==> config.mk <==
export PLATFORM = sky130hd
export DESIGN_NAME = sw_input_port
export DESIGN_NICKNAME = d
export VERILOG_FILES = /design/src/rtl/io_map_pkg.sv /design/src/rtl/sw_debounce.sv /design/src/rtl/sw_input_port.sv
export SDC_FILE = /design/constraint.sdc
export NUM_CORES = 1
export LEC_CHECK = 0
export ABC_CLOCK_PERIOD_IN_PS = 1600
export CORE_MARGIN = 2
export CORE_UTILIZATION = 40
export DETAILED_ROUTE_END_ITERATION = 16
export GPL_TIMING_DRIVEN = 1
export PLACE_DENSITY = 0.86
export RECOVER_POWER = 100
export SLEW_MARGIN = 30
export SYNTH_ARGS = -nofsm -noshare
export SYNTH_HDL_FRONTEND = slang
export SYNTH_SLANG_ARGS = --single-unit
==> constraint.sdc <==
create_clock -name clk_i -period 1.6 [get_ports clk_i]
set_input_delay 0.48 -clock clk_i [delete_from_list [all_inputs] [get_ports clk_i]]
set_output_delay 0.48 -clock clk_i [all_outputs]
set_load 0.1 [all_outputs]
==> src/rtl/io_map_pkg.sv <==
// Shared I/O window address map for the CPU data bus, plus switch-port decode helpers.
// Build option: SW_DEBOUNCE_EN (see sw_debounce) does not affect anything in this package.
package io_map_pkg;

  localparam int IO_LEDS_bit     = 2;
  localparam int IO_HEX_bit      = 3;
  localparam int IO_SW_STATE_bit = 4;
  localparam int IO_SW_EVENT_bit = 5;
  localparam int IO_SW_COUNT_bit = 6;
  localparam int IO_SPACE_bit    = 8;

  localparam int SW_COUNT_W = 16;

  typedef enum logic [1:0] {
    SW_SEL_NONE  = 2'd0,
    SW_SEL_STATE = 2'd1,
    SW_SEL_EVENT = 2'd2,
    SW_SEL_COUNT = 2'd3
  } swSel_e;

  // State beats event beats count when several select bits are set at once.
  function automatic swSel_e decodeSel(input logic isIO, input logic [2:0] selBits);
    swSel_e sel;
    sel = SW_SEL_NONE;
    if (isIO) begin
      if (selBits[0])      sel = SW_SEL_STATE;
      else if (selBits[1]) sel = SW_SEL_EVENT;
      else if (selBits[2]) sel = SW_SEL_COUNT;
    end
    return sel;
  endfunction

  // Expands per-byte store enables into a 32-bit bit mask.
  function automatic logic [31:0] byteMask(input logic [3:0] mask);
    logic [31:0] m;
    for (int k = 0; k < 4; k++) begin
      m[8*k +: 8] = {8{mask[k]}};
    end
    return m;
  endfunction

endpackage

==> src/rtl/sw_debounce.sv <==
// One switch: 2-FF synchroniser, optional debounce counter, stable level and change pulse.
// Build option: SW_DEBOUNCE_EN enables the hold-time counter; otherwise stable follows the synchroniser.
// change_o is combinational and marks the edge on which stable_o will toggle.
module sw_debounce #(
  parameter int DEBOUNCE_CYCLES = 500000
) (
  input  logic clk_i,
  input  logic reset_i,
  input  logic sw_i,
  output logic stable_o,
  output logic change_o
);

  logic sync0_q;
  logic sync1_q;

  // Two-stage synchroniser for the asynchronous switch level.
  always_ff @(posedge clk_i) begin
    if (reset_i) begin
      sync0_q <= 1'b0;
      sync1_q <= 1'b0;
    end else begin
      sync0_q <= sw_i;
      sync1_q <= sync0_q;
    end
  end

`ifdef SW_DEBOUNCE_EN
  localparam int CNT_W = $clog2(DEBOUNCE_CYCLES);
  localparam logic [CNT_W-1:0] CNT_LAST = CNT_W'(DEBOUNCE_CYCLES - 1);

  logic [CNT_W-1:0] cnt_q, cnt_d;
  logic             stable_q, stable_d;
  logic             change;

  // Count while the synchronised level disagrees; any agreement restarts the hold time.
  always_comb begin
    cnt_d    = cnt_q;
    stable_d = stable_q;
    change   = 1'b0;
    if (sync1_q == stable_q) begin
      cnt_d = '0;
    end else if (cnt_q == CNT_LAST) begin
      stable_d = ~stable_q;
      cnt_d    = '0;
      change   = 1'b1;
    end else begin
      cnt_d = cnt_q + 1'b1;
    end
  end

  // Debounce counter and accepted level.
  always_ff @(posedge clk_i) begin
    if (reset_i) begin
      cnt_q    <= '0;
      stable_q <= 1'b0;
    end else begin
      cnt_q    <= cnt_d;
      stable_q <= stable_d;
    end
  end

  assign stable_o = stable_q;
  assign change_o = change;
`else
  // Without debounce the second sync stage is the stable level, so a change is
  // pending whenever the two stages disagree.
  logic unusedCfg;
  assign unusedCfg = (DEBOUNCE_CYCLES < 2);

  assign stable_o = sync1_q;
  assign change_o = sync0_q ^ sync1_q;
`endif

endmodule

==> src/rtl/sw_input_port.sv <==
// Memory-mapped switch input port: per-switch debounce, sticky W1C change flags and a
// 16-bit change counter, all readable with one cycle of latency in the I/O window.
// Build option: SW_DEBOUNCE_EN (inside sw_debounce) selects debounced or raw-synchronised switches.
module sw_input_port
  import io_map_pkg::*;
#(
  parameter int NSW             = 10,
  parameter int DEBOUNCE_CYCLES = 500000
) (
  input  logic            clk_i,
  input  logic            reset_i,
  input  logic [NSW-1:0]  sw_i,
  input  logic [31:0]     addr_i,
  input  logic [31:0]     writedata_i,
  input  logic            memwrite_i,
  input  logic [3:0]      writemask_i,
  output logic [31:0]     readdata_o,
  output logic [NSW-1:0]  sw_stable_o
);

  logic [NSW-1:0]        swStable;
  logic [NSW-1:0]        changeVec;
  logic [31:0]           stateWord;
  logic [31:0]           changeWord;
  logic [31:0]           clearWord;
  logic                  anyChange;
  swSel_e                sel;
  logic                  eventStore;
  logic                  countStore;

  logic [31:0]           event_q, event_d;
  logic [SW_COUNT_W-1:0] count_q, count_d;
  logic [31:0]           readdata_q, readdata_d;

  logic unusedAddr;
  assign unusedAddr = ^{addr_i[31:9], addr_i[7], addr_i[3:0]};

  for (genvar i = 0; i < NSW; i++) begin : g_sw
    sw_debounce #(
      .DEBOUNCE_CYCLES(DEBOUNCE_CYCLES)
    ) u_debounce (
      .clk_i    (clk_i),
      .reset_i  (reset_i),
      .sw_i     (sw_i[i]),
      .stable_o (swStable[i]),
      .change_o (changeVec[i])
    );
  end

  assign sel = decodeSel(addr_i[IO_SPACE_bit],
                         {addr_i[IO_SW_COUNT_bit], addr_i[IO_SW_EVENT_bit], addr_i[IO_SW_STATE_bit]});
  assign eventStore = memwrite_i && (sel == SW_SEL_EVENT);
  assign countStore = memwrite_i && (sel == SW_SEL_COUNT);
  assign anyChange  = |changeVec;
  assign clearWord  = eventStore ? (writedata_i & byteMask(writemask_i)) : 32'h0;

  // Widen per-switch vectors to the bus width; upper bits stay zero.
  always_comb begin
    stateWord            = '0;
    changeWord           = '0;
    stateWord[NSW-1:0]   = swStable;
    changeWord[NSW-1:0]  = changeVec;
  end

  // Next state for flags, counter and read data; new events override a same-cycle clear.
  always_comb begin
    event_d = (event_q & ~clearWord) | changeWord;
    count_d = count_q;
    if (countStore)     count_d = '0;
    else if (anyChange) count_d = count_q + 1'b1;
    readdata_d = 32'h0;
    case (sel)
      SW_SEL_STATE: readdata_d = stateWord;
      SW_SEL_EVENT: readdata_d = event_q;
      SW_SEL_COUNT: readdata_d = {{(32-SW_COUNT_W){1'b0}}, count_q};
      default:      readdata_d = 32'h0;
    endcase
  end

  // Register file and registered read port.
  always_ff @(posedge clk_i) begin
    if (reset_i) begin
      event_q    <= '0;
      count_q    <= '0;
      readdata_q <= '0;
    end else begin
      event_q    <= event_d;
      count_q    <= count_d;
      readdata_q <= readdata_d;
    end
  end

  assign readdata_o  = readdata_q;
  assign sw_stable_o = swStable;

endmodule

==> summary.txt <==
status = finished, violations left
failing checks = negative setup slack
commonest non-fill, non-tap cell in the layout = dfxtp_1
FMAX = 0.596 GHz
CTS Hold Bufs = 0
Final nets = 578
CP endpoint kind = register
Max Cap Viol = 0
Final WS setup = -0.0784 ns
critical path startpoint = g_sw[6].u_debounce.sync0_q
Reg-to-Reg End = count_q[13]
layout cells sized above 1 = 0.324
Synth area leaders = dfxtp_1 (57%), nor2_1 (5.6%), a21oi_1 (5.4%)
LEAKAGE = 2.16 nW
Worst-Margin Slew = 0.393 ns
post-synth top area cell = dfxtp_1
Syn Area/Cell = 9.66 um^2
post-synth cell types = 34
number of vias per cell = 5.38
Ports = 123
CTS tree = done
hpwl dp = 7050 um
row count = 34
DRC errors left = 0
Storage cell area = 2030 um^2
RSZ-0062 raised after global routing = true
Reg2Reg Launch Point = g_sw[6].u_debounce.sync0_q
gpl congestion = 0.808
VDD IR max = 676 uV
post-route antenna net violation count = 0
H-tree Lvls = 3
clock tree buffer depth = 2
critical path endpoint = count_q[13]
CP startpoint kind = register
worst-path fanout max = 6
Clock Sinks = 100
period utilization = 1.05
initial antenna violation count = 0
Synth Net Count = 448
Hold WC Path Type = register to register
first-pass GRT wire length = 14,600 um
Synth Instances = 366
Core Footprint = 8640 um^2
Post-Route WL = 10,500 um
I/O Buffers = 94
Root Buffer = clkbuf_8
initial DRC count = 332
Chip Width = 98.0 um
most frequent cells in the layout = dfxtp_1 (82), nor2_1 (52), clkdlybuf4s50_1 (46), nand2_1 (38)
largest net degree at the start of global routing = 20
PwrDens = 966 nW/um^2
clk slew on worst S/H paths = 0.10 ns
die area = 9610 um^2
Yosys top cell area share = 0.566
critical path required time = 1.90 ns
skew final = 0.0158 ns
#FFs+latches synth = 100
Yosys warnings = 0
Pre-Repair DR Iteration Count = 7
Initial Util = 0.409
chip height = 98.0 um
worst reg2reg setup slack = -0.08 ns
Max-slew headroom = 0.738
sum of negative setup slack = -0.215 ns
Final min period = 1.68 ns
number of flops mapped to enable cells by yosys = 0
Post-synth top flop = dfxtp_1
Final Hold Viols = 0
Async SR Flop Fraction = 0
post-layout util = 0.622
sequential fraction of the synthesis area = 0.566
wire length per cell = 17.2 um
CTS Buf Count = 9
synthesized area = 3540 um^2
worst skew pair latency = 0.37 ns
Diodes inserted = 0
GRT overflow = 0
Final Slew Violations = 0
Worst Reg-to-Reg Cells = 6
vias = 3,270
Multi-input gate area = 1610 um^2
vias in the first global route = 3,181
Crit path arrival time = 1.98 ns
Tot GR Track Use = 0.191
filler cell count = 636
Crit Path Class = register to register
Final Setup Violations = 9
area growth from synthesis to layout = 51.9%
report_power, final:
part	total, mW	switching, mW	internal (mW)
registers	2.61	0.0587	2.55
clock network	1.89	0.853	1.03
logic	0.699	0.369	0.329
kinds of logic (layout without fill, tap and decap cells):
family | after synthesis | after routing | synth area share
compound gates | 69 | 69 | 0.125
xor+xnor | 19 | 19 | 0.0577
fa+ha+maj | 1 | 1 | 0.00354
buf+inv | 33 | 166 | 0.0478
flops | 100 | 100 | 0.566
mux | 1 | 1 | 0.00283
simple gates | 143 | 144 | 0.197
Yosys cell counts (3+ instances only):
library cell and n:
or4_1 3, a222oi_1 10, nor2_1 53, xor2_2 5, inv_1 3, a31oi_1 7
buf_4 10, nand4_1 6, and3_1 10, clkbuf_1 18, xnor2_1 8, a21oi_1 38
nand3_1 3, xor2_1 6, o31ai_1 3, a22oi_1 6, nor2b_1 20, dfxtp_1 100
nand2_1 40
routing by layer:
metal / GRT usage / part of all wire / vias up
met4: 0.0897 / 0.040 / 0
met3: 0.0408 / 0.072 / 48
met5: 0 / 0 / -
met2: 0.336 / 0.51 / 189
li1: - / - / 1497
met1: 0.221 / 0.37 / 1536
worst min path at each step:
stage,endpoint,slack [ns],start,cells after the start
final,event_q[12],0.44,event_q[12],2
after floorplan,event_q[10],0.41,event_q[10],2
after CTS,event_q[14],0.45,event_q[14],2
after detailed placement,event_q[14],0.43,event_q[14],2
after global placement,readdata_o[16],0.42,event_q[16],2
after global routing,event_q[10],0.46,event_q[10],2
worst max-delay path, stage by stage, from the launching register on:
cell and delay (ns):
dfxtp_1 0.38, xor2_2 0.22, nor4_4 0.08, buf_6 0.14, and3_4 0.20, or4_1 0.46
a21oi_1 0.14
registers in the layout (all words and copies together) (netlist names):
| signal | flops |
|---|---|
| count_q | 16 |
| event_q | 32 |
| g_sw.u_debounce.stable_o | 10 |
| g_sw.u_debounce.sync0_q | 10 |
| readdata_o | 32 |
per-stage QoR:
step	cell area (um^2)	std cells	power [mW]	hold WS (ns)	worst slack [ns]
finish	5370	608	5.19	0.445	-0.0784
global route	5370	608	5.35	0.460	-0.135
CTS	5580	600	5.11	0.445	-0.0275
detailed placement	5270	582	3.26	0.431	-0.416
global placement	5270	582	3.23	0.423	-0.322
floorplan	3580	366	2.94	0.412	-0.00441
area by class of cell:
class,count,area share
flip-flops and latches,100,0.377
multi-input cells,234,0.299
repair buffers,147,0.252
well taps,108,0.0252
clock buffers,9,0.0231
clock inverters,6,0.0207
inverters,4,0.00279
repair_timing:
| item | 4_1_cts | 5_1_grt |
|---|---|---|
| setup endpoints to repair | 22 | 45 |
| setup buffers | 3 | 7 |
| resized for setup | 13 | 47 |
| cloned | 0 | 2 |
| pin swaps | 8 | 23 |
Power figures use the tool's default switching activity.
